### config.mk
export PLATFORM = sky130hd
export DESIGN_NAME = id_stall_stage
export DESIGN_NICKNAME = d
export VERILOG_FILES = /design/src/rtl/id_stall_stage_pkg.sv /design/src/rtl/id_stall_stage_rd_extract.sv /design/src/rtl/id_stall_stage.sv
export SDC_FILE = /design/constraint.sdc
export NUM_CORES = 1
export LEC_CHECK = 0
export BUFFER_PORTS_ARGS = -buffer_cell sky130_fd_sc_hd__buf_2
export CAP_MARGIN = 40
export CORE_UTILIZATION = 35
export DETAILED_ROUTE_END_ITERATION = 8
export HOLD_SLACK_MARGIN = 0.15
export PLACE_DENSITY_LB_ADDON = 0.12
export SYNTH_ARGS = -nofsm -noshare
export SYNTH_HDL_FRONTEND = slang
export SYNTH_SLANG_ARGS = --single-unit
### constraint.sdc
create_clock -name clk -period 1.6 [get_ports clk]
set_input_delay 0.4 -clock clk [delete_from_list [all_inputs] [get_ports clk]]
set_output_delay 0.4 -clock clk [all_outputs]
set_load 0.02 [all_outputs]
### src/rtl/id_stall_stage_pkg.sv
// ============================================================================
// id_stall_stage_pkg : shared encodings for the IF/ID + ID/EX stall stage
// Revision: 1.0
// ============================================================================
`default_nettype none

package id_stall_stage_pkg;

    localparam int          REG_ADDR_SIZE = 4;
    localparam logic [31:0] NOP           = 32'h0000_0013;
    localparam logic [6:0]  OPC_STORE     = 7'b0100011;
    localparam logic [6:0]  OPC_BRANCH    = 7'b1100011;

    typedef enum logic [1:0] {
        RUN    = 2'd0,
        HOLD   = 2'd1,
        SQUASH = 2'd2
    } state_t;

endpackage

`default_nettype wire

### src/rtl/id_stall_stage_rd_extract.sv
// ============================================================================
// rd_extract : destination register of the ID instruction, zeroed when the
// slot is empty or the opcode never writes back. Revision: 1.0
// ============================================================================
`default_nettype none

module rd_extract
    import id_stall_stage_pkg::*;
(
    input  logic                     valid,
    input  logic [11:0]              instr_lo,
    output logic [REG_ADDR_SIZE:0]   rd
);

    logic [6:0] opcode;
    logic       no_wb;

    assign opcode = instr_lo[6:0];
    assign no_wb  = (opcode == OPC_STORE) || (opcode == OPC_BRANCH);
    assign rd     = (valid && !no_wb) ? instr_lo[11:7] : '0;

endmodule

`default_nettype wire

### src/rtl/id_stall_stage.sv
// ============================================================================
// id_stall_stage : IF/ID and ID/EX registers with stall hold, bubble
// injection, branch squash and a saturating stall-cycle counter. Revision: 1.0
// ============================================================================
`default_nettype none

module id_stall_stage
    import id_stall_stage_pkg::*;
#(
    parameter int CNT_WIDTH = 16
) (
    input  logic                     clk,
    input  logic                     reset,
    input  logic                     stall,
    input  logic                     flush,
    input  logic                     if_valid,
    input  logic [31:0]              if_pc,
    input  logic [31:0]              if_instr,
    output logic                     if_ready,
    output logic                     id_valid,
    output logic [31:0]              id_pc,
    output logic [31:0]              id_instr,
    output logic [REG_ADDR_SIZE:0]   id_rs1,
    output logic [REG_ADDR_SIZE:0]   id_rs2,
    output logic                     exe_valid,
    output logic [31:0]              exe_pc,
    output logic [31:0]              exe_instr,
    output logic [REG_ADDR_SIZE:0]   exe_rd,
    output logic [CNT_WIDTH-1:0]     stall_cnt
);

    state_t                  st;
    logic                    hold;
    logic [REG_ADDR_SIZE:0]  id_rd;
    logic                    st_unused;

    // A stall against an empty ID slot is a false hazard and is ignored.
    assign hold     = stall & id_valid & ~flush;
    assign if_ready = flush | ~(stall & id_valid);

    assign id_rs1   = id_valid ? id_instr[19:15] : '0;
    assign id_rs2   = id_valid ? id_instr[24:20] : '0;

    // State is kept for observability in debug; no datapath decision reads it.
    assign st_unused = ^st;

    rd_extract u_rd_extract (
        .valid    (id_valid),
        .instr_lo (id_instr[11:0]),
        .rd       (id_rd)
    );

    always_ff @(posedge clk) begin
        if (reset) begin
            st        <= RUN;
            id_valid  <= 1'b0;
            id_pc     <= '0;
            id_instr  <= NOP;
            exe_valid <= 1'b0;
            exe_pc    <= '0;
            exe_instr <= NOP;
            exe_rd    <= '0;
            stall_cnt <= '0;
        end else if (flush) begin
            st        <= SQUASH;
            id_valid  <= 1'b0;
            id_instr  <= NOP;
            exe_valid <= 1'b0;
            exe_instr <= NOP;
            exe_rd    <= '0;
        end else if (hold) begin
            st        <= HOLD;
            exe_valid <= 1'b0;
            exe_instr <= NOP;
            exe_rd    <= '0;
            if (stall_cnt != {CNT_WIDTH{1'b1}}) begin
                stall_cnt <= stall_cnt + 1'b1;
            end
        end else begin
            st        <= RUN;
            id_valid  <= if_valid;
            id_pc     <= if_pc;
            id_instr  <= if_instr;
            exe_valid <= id_valid;
            exe_pc    <= id_pc;
            exe_instr <= id_instr;
            exe_rd    <= id_rd;
        end
    end

endmodule

`default_nettype wire

==> flow_metrics.py <==
metrics = {
    "status": {
        "outcome": "complete, no violations",
    },
    "critical_path": {
        "crit_buf_inv": 2,
        "critical_path.endpoint_type": "output port",
        "cp_top_family": "flip-flops",
        "regToRegSetupSlack_ns": 0.07,
        "crit_slowest_cell": "dfxtp_4",
        "path_class": "register to output port",
        "crit_path_start_kind": "register",
        "cp_common_cell": "buf_6",
        "max_stage_delay_ns": 0.37,
        "worstPathArrival_ns": 1.18,
        "cp_data_required_time_ns": 1.20,
        "worstPathMaxFanout": 6,
        "path_cells": "buf_6 -> and2_4 -> buf_6",
    },
    "clock_tree": {
        "cts.hold.buffers_added": 0,
        "path_clk_slew_ns": 0.05,
        "cts_root_buffer": "clkbuf_16",
        "insertion_delay_ns": 0.41,
        "cts_buffers": 17,
        "cts.htree.levels": 4,
        "cts_buffer_depth": 2,
        "cts_sinks": 151,
        "cts_tree": "done",
    },
    "layout": {
        "fin_cells": 1048,
        "nets": 923,
        "postLayoutCoreUtil_pct": 51.3,
        "area_growth_pct": 42.7,
        "diodes": 0,
        "drive_above_1_share_pct": 38.1,
        "stdcell_area_um2": 7480,
    },
    "power": {
        "p_int_mw": 6.47,
        "power_leakage_nw": 3.61,
        "power_mw": 8.49,
        "ir_worst_vdd_mv": 0.648,
        "power_density_nw_per_um2": 1130,
        "p_sw_share_pct": 23.8,
        "pwr-share-comb_pct": 8.6,
        "p_seq_share_pct": 46.6,
        "p_sw_mw": 2.02,
        "pwr-share-clk_pct": 44.8,
    },
    "placed_design": {
        "numPortBuffers": 230,
        "hpwl_um": 9960,
        "place_inst": 1013,
        "postPlaceCellArea_um2": 6740,
        "globalplace.congestion": 0.776,
    },
    "yosys": {
        "syn_inst": 614,
        "synth.top_cell.area_share_pct": 57.6,
        "synth.avg_cell_area_um2": 8.54,
        "netlist_area_um2": 5240,
        "yosysWarnings": 0,
        "syn_nets": 684,
        "synthTopCellsByCount": "nand2_1, dfxtp_1, a21oi_1, clkbuf_1, and3_1",
        "yosysTopAreaCell": "dfxtp_1",
        "yosysUniqueCellTypes": 38,
        "synth_flop_cell": "dfxtp_1",
        "synth_most_common_cell": "nand2_1",
        "synthTopCellsByArea": "dfxtp_1, nand2_1, a21oi_1, and3_1, clkbuf_1",
        "synth_seq_cells": 151,
        "synth_edf_count": 0,
        "ys_seq_area_share_pct": 57.6,
        "synth-async-reset-ratio_pct": 0,
    },
    "drt": {
        "first_pass_iters": 4,
        "drtIter0Drc": 285,
        "vias": 4974,
        "vias_per_cell": 4.75,
        "drc": 0,
        "ant_nets": 0,
        "drt_wl_total_um": 14500,
        "avgRoutedWirePerCell_um": 13.8,
    },
    "worst_hold_path": {
        "hp-class": "input port to register",
    },
    "sta": {
        "rsz0062_at_grt": "true",
        "worst_pin_slew_ns": 0.455,
        "finalCritPeriodShare_pct": 98.7,
        "setup_viol": 0,
        "finalHoldViolations": 0,
        "fin_worst_skew_ns": 0.00507,
        "period_minus_slack_ns": 1.58,
        "max_freq_mhz": 633,
        "maxSlewViolCount": 0,
        "max_slew_margin_pct": 69.4,
    },
    "global_route": {
        "track_usage_pct": 18.1,
        "antenna_found_initial": 0,
        "grt_pass1_wl_um": 22600,
        "first_global_vias": 4601,
        "overflow": 0,
        "grt_max_degree": 65,
    },
    "floorplan": {
        "top_level_ports": 231,
        "fp.dieW_um": 124,
        "core_area_um2": 14600,
        "initial_core_util_pct": 35.9,
        "die_h_um": 124,
        "rows": 44,
        "die-area_um2": 15500,
    },
    "job": {
        "maxCapViolCount": 0,
    },
}
[worst reg2reg max path, cell delays in order (launching register included)]
cell and delay [ns]:
dfxtp_4 0.37, and3b_2 0.20, buf_4 0.13, nand4_4 0.11
or4_1 0.48, a21oi_1 0.17
[cell type report]
| cell class | count | area, um^2 |
|---|---|---|
| well taps | 184 | 230 |
| clock inverters | 7 | 68.8 |
| clock buffers | 23 | 498 |
| fillers | 1410 | 7110 |
| flip-flops and latches | 151 | 3050 |
| inverters | 4 | 15.0 |
| repair buffers | 260 | 1510 |
| multi-input cells | 419 | 2120 |
[routing by layer]
layer  vias to the layer above  track usage, %  part of all wire, %
met4                         0            6.66                  1.6
li1                       2526               -                    -
met1                      2244            22.9                   46
met5                         -               0                    0
met2                       183            28.4                   45
met3                        21            6.23                  7.7
[logic make-up (layout without fill, tap and decap cells)]
group,count (synthesis),count (layout),synth area share [%]
buf+inv,44,294,3.27
simple gates,297,297,26.3
compound gates,119,119,12.1
flops,151,151,57.6
mux,2,2,0.406
fa+ha+maj,1,1,0.239
[power groups by stage]
stage               sequential, mW  combinational [mW]  clock (mW)
CTS                           3.96               0.730        3.88
detailed placement            4.04               0.716           0
global route                  3.98               0.790        4.05
finish                        3.96               0.729        3.81
floorplan                     4.18               0.251           0
global placement              4.03               0.708           0
[what timing repair did]
action | 4_1_cts | 5_1_grt
pin swaps | 1 | 1
gates cloned | 1 | 0
endpoints found under the hold margin | 0 | 0
endpoints found under the setup margin | 11 | 27
gates resized for setup | 31 | 15
setup buffers | 3 | 1
[layout by cell type (no fill, tap or decap), types with 2 or more instances in the layout]
cell | Yosys | final
nor3_1 | 4 | 4
a211oi_1 | 2 | 2
dfxtp_4 | 0 | 3
clkinvlp_4 | 0 | 3
and3_1 | 32 | 32
nand4_4 | 1 | 2
buf_4 | 0 | 23
clkbuf_16 | 0 | 17
or4_1 | 3 | 3
nand3_1 | 8 | 8
o21ai_0 | 4 | 4
a21oi_1 | 101 | 100
o41ai_1 | 2 | 2
nor2_1 | 6 | 5
nand2_1 | 201 | 200
and2_4 | 0 | 9
o31ai_1 | 5 | 5
dfxtp_1 | 151 | 136
buf_12 | 0 | 4
nor2_2 | 2 | 2
inv_1 | 4 | 3
buf_6 | 0 | 14
and2_1 | 17 | 7
clkinv_2 | 0 | 2
nand4_1 | 4 | 4
buf_2 | 5 | 219
o211ai_1 | 2 | 2
dfxtp_2 | 0 | 12
clkbuf_8 | 0 | 5
or3_1 | 8 | 8
[through the flow]
step / hold slack (ns) / setup WS (ns) / setup TNS [ns]
after CTS: 0.181 / 0.000538 / 0
final: 0.197 / 0.0200 / 0
after global placement: 0.438 / -0.0309 / -0.0751
after global routing: 0.196 / -0.0137 / -0.0520
after detailed placement: 0.444 / -0.0859 / -0.218
after floorplan: 0.501 / 0.00242 / 0
[registers in the layout (all words and copies together) (netlist names)]
name,count
id_instr,32
exe_instr,32
exe_pc,32
id_valid,1
id_pc,32
stall_cnt,16
exe_rd,5
exe_valid,1
[final timing paths]
path,end,start,cells past startpoint
setup / recovery,id_rs1[2],id_valid,3
hold / removal,id_valid,if_valid,3
setup reg to reg,stall_cnt[9],id_valid,5
hold reg to reg,exe_pc[11],exe_pc[11],2
Power figures use the tool's default switching activity.
